--- src/rtl/async_reset_sequencer.sv ---
// Reset sequencer: async assert, synchronized + stretched + staggered release.
// Optional RESET_SEQ_CAUSE_EN adds last_cause and sw_rst_cnt outputs.
module async_reset_sequencer #(
    parameter int SYNC_STAGES    = 3,
    parameter int STRETCH_CYCLES = 4,
    parameter int STAGGER        = 2,
    parameter int NUM_DOMAINS    = 3
) (
    input  logic                   clk,
    input  logic                   rst_n,
    input  logic                   sw_rst_req,
    output logic                   sw_rst_ack,
    output logic [NUM_DOMAINS-1:0] rst_out,
    output logic                   ready
`ifdef RESET_SEQ_CAUSE_EN
    ,
    output logic [1:0]             last_cause,
    output logic [7:0]             sw_rst_cnt
`endif
);

    localparam int CMAX =
        (STRETCH_CYCLES > STAGGER) ? STRETCH_CYCLES : STAGGER;
    localparam int CW = $clog2(CMAX + 1);
    localparam logic [CW-1:0] STR_LAST = CW'(STRETCH_CYCLES - 1);
    localparam logic [CW-1:0] STG_LAST = CW'(STAGGER - 1);

    typedef enum logic [2:0] {
        SYNC,
        STRETCH,
        RELEASE,
        RUN,
        SW_HOLD,
        SW_ACK
    } state_t;

    state_t                   state_q, state_d;
    logic [CW-1:0]            cnt_q, cnt_d;
    logic [NUM_DOMAINS-1:0]   rst_q, rst_d;
    logic [SYNC_STAGES-1:0]   sync_q, sync_d;
    logic                     sw_entry;

    assign sync_d     = {sync_q[SYNC_STAGES-2:0], 1'b1};
    assign rst_out    = rst_q;
    assign ready      = (state_q == RUN);
    assign sw_rst_ack = (state_q == SW_ACK);

    // State, counter, outputs and sync chain all clear on rst_n
    always_ff @(posedge clk or negedge rst_n) begin
        if (!rst_n) begin
            state_q <= SYNC;
            cnt_q   <= '0;
            rst_q   <= '1;
            sync_q  <= '0;
        end else begin
            state_q <= state_d;
            cnt_q   <= cnt_d;
            rst_q   <= rst_d;
            sync_q  <= sync_d;
        end
    end

    // Next-state: the SYNC exit looks at the last flop's D so the
    // stretch starts on the edge that completes synchronization
    always_comb begin
        state_d  = state_q;
        cnt_d    = cnt_q;
        rst_d    = rst_q;
        sw_entry = 1'b0;
        unique case (state_q)
            SYNC: begin
                if (sync_d[SYNC_STAGES-1]) begin
                    state_d = STRETCH;
                    cnt_d   = '0;
                end
            end
            STRETCH, SW_HOLD: begin
                if (cnt_q == STR_LAST) begin
                    cnt_d = '0;
                    if (state_q == STRETCH) begin
                        rst_d   = rst_q << 1;
                        state_d = RELEASE;
                    end else begin
                        state_d = SW_ACK;
                    end
                end else begin
                    cnt_d = cnt_q + 1'b1;
                end
            end
            RELEASE: begin
                if (rst_q == '0) begin
                    state_d = RUN;
                end else if (cnt_q == STG_LAST) begin
                    rst_d = rst_q << 1;
                    cnt_d = '0;
                end else begin
                    cnt_d = cnt_q + 1'b1;
                end
            end
            RUN: begin
                if (sw_rst_req) begin
                    state_d  = SW_HOLD;
                    rst_d    = '1;
                    cnt_d    = '0;
                    sw_entry = 1'b1;
                end
            end
            SW_ACK: begin
                if (!sw_rst_req) begin
                    state_d = RELEASE;
                    rst_d   = rst_q << 1;
                    cnt_d   = '0;
                end
            end
            default: begin
                state_d = SYNC;
            end
        endcase
    end

`ifdef RESET_SEQ_CAUSE_EN
    logic [1:0] cause_q;
    logic [7:0] swcnt_q;

    assign last_cause = cause_q;
    assign sw_rst_cnt = swcnt_q;

    // Record reset cause and count SW resets, saturating at 255
    always_ff @(posedge clk or negedge rst_n) begin
        if (!rst_n) begin
            cause_q <= 2'b01;
            swcnt_q <= '0;
        end else if (sw_entry) begin
            cause_q <= 2'b10;
            if (swcnt_q != 8'hFF) begin
                swcnt_q <= swcnt_q + 8'd1;
            end
        end
    end
`endif

endmodule

--- config.mk ---
export PLATFORM = sky130hd
export DESIGN_NAME = async_reset_sequencer
export DESIGN_NICKNAME = d
export VERILOG_FILES = /design/src/rtl/async_reset_sequencer.sv
export SDC_FILE = /design/constraint.sdc
export NUM_CORES = 1
export LEC_CHECK = 0
export ABC_AREA = 0
export CAP_MARGIN = 25
export CORE_MARGIN = 2
export CORE_UTILIZATION = 35
export CTS_BUF_LIST = sky130_fd_sc_hd__clkbuf_8
export CTS_CLUSTER_DIAMETER = 150
export DETAILED_ROUTE_END_ITERATION = 10
export PLACE_DENSITY = 0.52
export SYNTH_ARGS = -nofsm -noshare
export SYNTH_HDL_FRONTEND = slang
export SYNTH_SLANG_ARGS = --single-unit
--- constraint.sdc ---
create_clock -name clk -period 1.5 [get_ports clk]
set_clock_uncertainty 0.05 [all_clocks]
set_input_delay 0.3 -clock clk [delete_from_list [all_inputs] [get_ports clk]]
set_output_delay 0.3 -clock clk [all_outputs]
set_load 0.05 [all_outputs]
# Word-level counts from Yosys, hierarchy flattened

Index checks and enable logic that the tools add are counted.

Bits of input ports: 3
Bits in registers: 11

Add/sub/neg operators: 1
Reductions and logical operators: 8
Muxes and demuxes: 21
Equality and inequality tests: 15

Operators by type and width:

| operator                                                               | count |
|---|---|
| 3-bit 2-to-1 mux                                                       | 18 |
| 3-bit one-hot mux with 5 select lines                                  | 2 |
| 2-bit != test (second input constant)                                  | 8 |
| 3-bit one-hot mux with 4 select lines                                  | 1 |
| 5-bit AND reduction                                                    | 2 |
| 3-bit by 2-bit equality test with 1-bit output (second input constant) | 3 |
| 7-bit AND reduction                                                    | 1 |
| 3-bit by 1-bit equality test with 1-bit output (second input constant) | 2 |
| 3-bit equality test (second input constant)                            | 2 |
| 3-bit zero test                                                        | 2 |
| 5-bit nonzero test                                                     | 1 |
| 4-bit nonzero test                                                     | 1 |
| 3-bit by 1-bit adder with 3-bit output (second input constant)         | 1 |
| 2-bit OR reduction                                                     | 1 |

# Longest topological paths before layout

Gate-level depths: netlist of the first run.

Depth after elaboration: 4
Gate-level depth with buffers: 6

# Worst setup path after synthesis of the first run

No wires, ideal clock.

Path type: register -> register
Start: register cnt_q[0]
End: register rst_q[1], in the netlist rst_out[1]
Path buffers: 0
Data required time: 1.368 ns
Cell stages (with the launch flop): 7
Data arrival time: 1.478 ns
Setup time: 0.082 ns
Path slack: -0.110 ns
Cell sequence: dfrtp_1 ha_1 ha_1 nand4bb_1 o221ai_1 and3_4 mux2_4

Cells in the longest elaborated chain, start to end: 3
Elaborated cells on any way between the ends: 5
Those cells by class: 4 x eq/ne; 1 x reduce/logical

Ends and longest elaborated chain:

| what                                                                                                             | RTL line | RTL |
|---|---|---|
| start, declared                                                                                                  | 38       | `logic [CW-1:0] cnt_q, cnt_d;` |
| start signal, assigned                                                                                           | 57       | `cnt_q <= cnt_d;` |
| 3-bit by 1-bit equality test with 1-bit output or 3-bit by 2-bit equality test with 1-bit output (tied branches) | 93, 78   |  |
| 2-bit != test (no line)                                                                                          | -        |  |
| 7-bit AND reduction (no line) *                                                                                  | -        |  |
| end signal, assigned                                                                                             | 58       | `rst_q <= rst_d;` |
| end, declared                                                                                                    | 39       | `logic [NUM_DOMAINS-1:0] rst_q, rst_d;` |

Every way passes the cells marked *; elsewhere a longest branch is shown, timed or not.
A chain may end at the register's enable or synchronous reset.

# Final worst setup path of the first run

Start: register cnt_q[0]
End: register rst_q[2], in the netlist rst_out[2]

The elaborated chain is that of the path after synthesis.

==> impl_results.md, run 1 <==
- Status: complete, but fails checks
- Failing checks: negative setup slack
- Most used cell, CP: ha_4
- Yosys reg bits: 11
- Post-synth EDFFs: 0
- Cells after Synth: 70
- DRC: 0
- Layout Cells excl Fill: 128
- Largest family of logic cells by synthesized area: simple AND/OR/NAND/NOR gates
- Cts hold-fix bufs: 0
- Top_reg_cell synth: dfrtp_1
- Yosys top cell area share: 28.32%
- Placed insts: 118
- Post-synthesis xor/xnor area fraction: 1.239%
- Crit-path cells: ha_4 -> ha_4 -> nand4bb_1 -> o221ai_2 -> and3_4 -> mux2_4
- N_diodes: 0
- Core ar.: 1942 sq um
- # fillers: 182
- Asr flop ratio synth: 100.0%
- Port Buf Inserts: 7
- Maximum clock path buffer count: 2
- Register area: 280.3 sq um
- WL final: 1753 um
- Critical path's slowest cell: dfrtp_1
- Syn_area_per_cell: 10.10 sq um
- Die width: 48.94 um
- PwrDens: 2437 nW/um^2
- Cell family with most CP delay: flip-flops
- Clock transition at path regs: 50 ps
- Synth Cell Area: 706.9 sq um
- Multi-input logic area: 454.2 sq um
- Synth Area in Adders: 7.080%
- Peak Freq: 0.6247 GHz
- Initial antenna violation count: 0
- Startpoint Class: flop
- Setup ws final: -100.8 ps
- WP buf/inv: 0
- Yosys top cell by area: dfrtp_1
- Placer Congestion: 0.8394
- WL/cell: 13.70 um
- Top post-synthesis cells by area: dfrtp_1, dfstp_2, ha_1
- Worst Path Arrival: 1720 ps
- Vias per cell: 4.773
- Tcrit/Tclk final: 106.7%
- Leakage: 0.5049 nW
- WS Path Type: flop to flop
- Post-synth net total: 77
- Site Rows: 16
- Maximum vdd drop: 1.176 mV
- CP required: 1620 ps
- Compound-Gate Fraction of Synth Area: 14.87%
- Number of DRC markers in iteration 0: 3
- Crit path max fanout: 3
- Layout cells sized above 1: 55.45%
- First-pass GRT wire length: 2884 um
- Final slew viol count: 0
- CTS tree: yes
- Clock Sinks: 11
- RSZ-0062 raised after global routing: true
- First-pass DRT Iterations: 4
- Max Cap Viol: 0
- Worst-Skew Late Latency: 240 ps
- Worst min path class: primary input to asynchronous set/reset pin
- Yosys warning total: 0
- Synth top cells by count: dfrtp_1, inv_1, a21oi_1, ha_1, nand2_1
- Critical path's largest stage delay: 410 ps
- Initial core utilization: 36.40%
- Post-DRT Antenna Nets: 0
- Netlist cell types: 32
- Seq/Total Area, Yosys: 39.47%
- Clk root buf: clkbuf_8
- Final net count: 109
- Largest net degree at the start of global routing: 13
- Final critical-path required period: 1601 ps
- Via count: 611
- Simple-Gate Fraction of Synth Area: 18.41%
- Total CTS buffers: 3
- Total gr overflow: 0
- Via count of the first global-routing pass: 633
- # setup viols final: 6
- Final hold violation count: 0
- Die Area: 2395 sq um
- Post-Place Worst Slack: -324.6 ps
- Post-synthesis mux area share: 10.27%
- Die extent in y: 48.94 um
- Layout Area Growth over Synthesis: 62.48%
- Detailed placement HPWL: 1189 um
- Crit. End Element: flop
- Total GRT Usage: 16.16%
- H-tree depth: 1
- I/O pin count: 8
## registers in the layout (all words and copies together), names as in the netlist
register  count
cnt_q         3
rst_out       3
state_q       3
sync_q        2
## cells by family after synthesis
logic type / after synthesis
other: 1
XOR/XNOR: 1
AO/OA/AOI/OAI: 15
adder cells (fa/ha/maj): 4
AND/OR/NAND/NOR: 21
flip-flops: 11
multiplexers: 6
buffers and inverters: 11
## routing by layer
| layer | up-vias | wire, um | global-route usage, % |
|---|---|---|---|
| met1 | 288 | 789 | 20.42 |
| met2 | 11 | 871 | 24.89 |
| met5 | - | 0 | 0 |
| li1 | 310 | - | - |
| met3 | 2 | 75 | 7.362 |
| met4 | 0 | 15 | 4.286 |
## path summary, 6_finish.rpt
kind,from,depth (start not counted),to,slack (ps)
setup / recovery,cnt_q[0]$_DFFE_PN0P_,6,rst_out[2]$_DFFE_PN1P_,-100
hold / removal,rst_n,2,state_q[2]$_DFFE_PN0P_,300
setup reg to reg,cnt_q[0]$_DFFE_PN0P_,6,rst_out[2]$_DFFE_PN1P_,-100
hold reg to reg,sync_q[0]$_DFF_PN0_,0,sync_q[1]$_DFF_PN0_,300
max in group asynchronous,rst_n,2,rst_out[0]$_DFFE_PN1P_,870
min in group clk,sync_q[0]$_DFF_PN0_,0,sync_q[1]$_DFF_PN0_,300
## cell type report
cell class,instances,area share (%)
repair buffers,30,26.03
well taps,27,2.941
inverters,8,3.050
flip-flops and latches,11,24.40
clock buffers,3,3.595
clock inverters,1,0.4357
multi-input cells,48,39.54
## through the flow
| step | hold slack, ps | TNS, ps | utilization (%) | total power, mW | area, sq um |
|---|---|---|---|---|---|
| after floorplan | -45.59 | -364.6 | - | 1.477 | 709.4 |
| after global placement | 286.8 | -1402 | 49.61 | 2.086 | 963.4 |
| after detailed placement | 290.3 | -1637 | 49.61 | 2.096 | 963.4 |
| after CTS | 303.3 | -365.5 | 54.83 | 2.576 | 1065 |
| after global routing | 315.1 | -864.5 | 59.15 | 2.998 | 1149 |
| final | 298.5 | -351.3 | 59.15 | 2.800 | 1149 |
## cells in the final DEF (no fill, tap or decap), types with 2 or more instances in the layout
| master | synthesis | layout |
|---|---|---|
| buf_6 | 2 | 2 |
| buf_4 | 0 | 21 |
| nor2_1 | 2 | 2 |
| dfrtp_1 | 8 | 7 |
| dfstp_2 | 3 | 3 |
| mux2i_1 | 2 | 2 |
| nand3_1 | 3 | 2 |
| nand2_1 | 4 | 3 |
| buf_12 | 0 | 5 |
| a31oi_1 | 2 | 2 |
| a21oi_1 | 4 | 2 |
| ha_1 | 4 | 2 |
| nand2b_1 | 3 | 3 |
| and3_4 | 1 | 2 |
| inv_1 | 8 | 6 |
| a21oi_2 | 0 | 2 |
| ha_4 | 0 | 2 |
| clkbuf_8 | 0 | 3 |
| mux2_4 | 2 | 4 |
## repair_timing
item / in CTS / in global routing
endpoints found under the hold margin: 0 / 0
resized for setup: 16 / 8
pin swaps: 5 / 6
buffers inserted: 0 / 6
endpoints found under the setup margin: 8 / 9
## report_power, final
part | switching [mW] | internal [mW] | leakage (nW)
logic | 0.892 | 1.04 | 0.349
registers | 0.114 | 0.445 | 0.131
clock network | 0.126 | 0.183 | 0.0255
total | 1.13 | 1.67 | 0.505
Power figures use the tool's default switching activity.
==> run 2, diff against run 1 <==
--- a/config.mk
+++ b/config.mk
@@ -12,7 +12,6 @@
 export CTS_BUF_LIST = sky130_fd_sc_hd__clkbuf_8
 export CTS_CLUSTER_DIAMETER = 150
 export DETAILED_ROUTE_END_ITERATION = 10
-export PLACE_DENSITY = 0.52
 export SYNTH_ARGS = -nofsm -noshare
 export SYNTH_HDL_FRONTEND = slang
 export SYNTH_SLANG_ARGS = --single-unit
==> run 2 against run 1 <==
Effect of this change: the flow still finishes with violations (negative setup slack); core utilization increased by 1.9 points; clock power up 3%; non-clock buffer count rose by 2; clock-buffer cell count unchanged; register-to-register slack improved by 30 ps; design area is 3.3% higher; die area unchanged; wire length up 8.2%; combinational power up 7%; via count up 7.9%; critical endpoint is now ready; largest cell class unchanged; highest routed layer unchanged.
==> impl_results.md, run 2 (same netlist as run 1, synthesis figures left out) <==
- Status: complete, but fails checks (unchanged)
- Failing checks: negative setup slack (unchanged)
- Int Power: 1.748 mW (was 1.668 mW)
- I/O pin count: 8 (unchanged)
- Largest net degree at the start of global routing: 12 (was 13)
- Layout cells sized above 1: 59.22% (was 55.45%)
- WL/cell: 14.58 um (was 13.70 um)
- Total gr overflow: 0 (unchanged)
- Cell Area, Placed: 978.4 sq um (was 963.4 sq um)
- First-pass DRT Iterations: 4 (unchanged)
- Initial core utilization: 36.40% (unchanged)
- Power Total: 2.930 mW (was 2.800 mW)
- Layout Area Growth over Synthesis: 67.79% (was 62.48%)
- Clock Sinks: 11 (unchanged)
- Worst reg-to-reg path cell count: 6 (unchanged)
- N_diodes: 0 (unchanged)
- Worst flop-to-flop path startpoint: cnt_q[1]$_DFFE_PN0P_ (was cnt_q[0]$_DFFE_PN0P_)
- Total GRT Usage: 15.99% (was 16.16%)
- Setup ws final: -94.60 ps (was -100.8 ps)
- Crit. End Element: output pin (was flop)
- Worst min path class: primary input to asynchronous set/reset pin (unchanged)
- Worst-Skew Late Latency: 250 ps (was 240 ps)
- Logic pwr share: 70.6% (was 69.0%)
- Final hold violation count: 0 (unchanged)
- WL final: 1896 um (was 1753 um)
- CP required: 1150 ps (was 1620 ps)
- Final slew viol count: 0 (unchanged)
- First-pass GRT wire length: 2835 um (was 2884 um)
- Tcrit/Tclk final: 106.3% (was 106.7%)
- WS Path Type: flop to output pin (was flop to flop)
- Worst r2r dst: rst_out[2]$_DFFE_PN1P_ (unchanged)
- Met1 wire length: 813 um (was 789 um)
- Maximum vdd drop: 1.456 mV (was 1.176 mV)
- Die width: 48.94 um (unchanged)
- Crit path max fanout: 4 (was 3)
- Initial antenna violation count: 0 (unchanged)
- Psw: 1.181 mW (was 1.131 mW)
- Commonest non-fill, non-tap cell in the layout: buf_4 (unchanged)
- Min Hold Slack: 301.2 ps (was 298.5 ps)
- H-tree depth: 1 (unchanged)
- Clk root buf: clkbuf_8 (unchanged)
- Reg power frac: 18.6% (was 19.9%)
- Startpoint Class: flop (unchanged)
- Net Sw Frac: 40.33% (was 40.40%)
- Port Buf Inserts: 7 (unchanged)
- Max Cap Viol: 0 (unchanged)
- Worst Path Arrival: 1240 ps (was 1720 ps)
- Top Metal Used: met4 (unchanged)
- Critical Path Sink: ready (was rst_out[2]$_DFFE_PN1P_)
- Clock Power Share: 10.8% (was 11.0%)
- Setup TNS: -403.7 ps (was -351.3 ps)
- Post-DRT Antenna Nets: 0 (unchanged)
- Via count of the first global-routing pass: 616 (was 633)
- Crit path from: state_q[2]$_DFFE_PN0P_ (was cnt_q[0]$_DFFE_PN0P_)
- Cell area after layout: 1186 sq um (was 1149 sq um)
- Final net count: 111 (was 109)
- Final critical-path required period: 1595 ps (was 1601 ps)
- Number of DRC markers in iteration 0: 10 (was 3)
- RSZ-0062 raised after global routing: true (unchanged)
- Most frequent cells in the layout: buf_4, dfrtp_1, inv_1, buf_12, buf_6 (was buf_4, dfrtp_1, inv_1)
- Total CTS buffers: 3 (unchanged)
- Die Area: 2395 sq um (unchanged)
- # setup viols final: 7 (was 6)
- Register-to-register setup slack: -70 ps (was -100 ps)
- Die extent in y: 48.94 um (unchanged)
- Cts hold-fix bufs: 0 (unchanged)
- DRC: 0 (unchanged)
- CTS tree: yes (unchanged)
- Core ar.: 1942 sq um (unchanged)
- Routed wl met2: 1005 um (was 871 um)
- Peak Freq: 0.6271 GHz (was 0.6247 GHz)
- Placer Congestion: 0.8213 (was 0.8394)
- Clock transition at path regs: 60 ps (was 50 ps)
- Via count: 659 (was 611)
- Leakage: 0.5094 nW (was 0.5049 nW)
- Detailed placement HPWL: 1185 um (was 1189 um)
- PwrDens: 2470 nW/um^2 (was 2437 nW/um^2)
- DR WL met3: 52 um (was 75 um)
- Maximum clock path buffer count: 2 (unchanged)
- Site Rows: 16 (unchanged)
- Vias per cell: 5.069 (was 4.773)
run 2: cell type report:
type | instances | area, sq um
clock inverters | 1 | 5.005
repair buffers | 32 | 325.3
fillers | 167 | 755.7
clock buffers | 3 | 41.29
flip-flops and latches | 11 | 280.3
inverters | 8 | 36.28
well taps | 27 | 33.78
multi-input cells | 48 | 464.2
run 2: per-layer routing:
layer / track usage [%] / vias to the layer above
met1: 19.54 / 334
met4: 5.714 / 0
li1: - / 312
met3: 4.908 / 4
met5: 0 / -
met2: 26.48 / 9
run 2: timing repair:
| item | 4_1_cts | 5_1_grt |
|---|---|---|
| gates resized for setup | 14 | 15 |
| pin swaps | 6 | 7 |
| gates cloned | 0 | 0 |
| endpoints found under the setup margin | 8 | 9 |
| setup buffers | 4 | 2 |
| hold endpoints to repair | 0 | 0 |
run 2: metrics by stage:
| stage | utilization, % | setup slack, ps | cells |
|---|---|---|---|
| detailed placement | 50.39 | -342.8 | 120 |
| finish | 61.08 | -94.60 | 130 |
| CTS | 56.64 | -86.22 | 128 |
| global placement | 50.39 | -302.2 | 120 |
| global route | 61.08 | -147.9 | 130 |
| floorplan | - | -99.86 | 70 |
run 2: power groups by stage:
stage | sequential [mW] | combinational, mW | clock, mW
after detailed placement | 0.531 | 1.60 | 0
after floorplan | 0.685 | 0.791 | 0
final | 0.545 | 2.07 | 0.317
after global placement | 0.527 | 1.58 | 0
after global routing | 0.553 | 2.20 | 0.337
after CTS | 0.524 | 1.82 | 0.326
run 2: worst min path at each step:
stage	slack [ps]	to	cells after the start
2_1_floorplan	-50	cnt_q[0]$_DFFE_PN0P_	0
3_3_place_gp	280	sync_q[1]$_DFF_PN0_	0
3_5_place_dp	300	sync_q[1]$_DFF_PN0_	0
4_1_cts	300	sync_q[1]$_DFF_PN0_	2
5_1_grt	320	sync_q[1]$_DFF_PN0_	0
6_report	300	state_q[0]$_DFFE_PN0P_	2
run 2: critical path, stage by stage, from the launching register on:
cell,delay (ps)
dfrtp_2,440
buf_6,140
nor2b_4,150
nand2_2,80
inv_2,70
buf_12,130
==> run 3, diff against run 2 <==
--- a/config.mk
+++ b/config.mk
@@ -12,6 +12,7 @@
 export CTS_BUF_LIST = sky130_fd_sc_hd__clkbuf_8
 export CTS_CLUSTER_DIAMETER = 150
 export DETAILED_ROUTE_END_ITERATION = 10
+export GPL_TIMING_DRIVEN = 1
 export SYNTH_ARGS = -nofsm -noshare
 export SYNTH_HDL_FRONTEND = slang
 export SYNTH_SLANG_ARGS = --single-unit
==> results of run 3 <==
The final DEF is identical to that of run 2; final timing and power are the same.
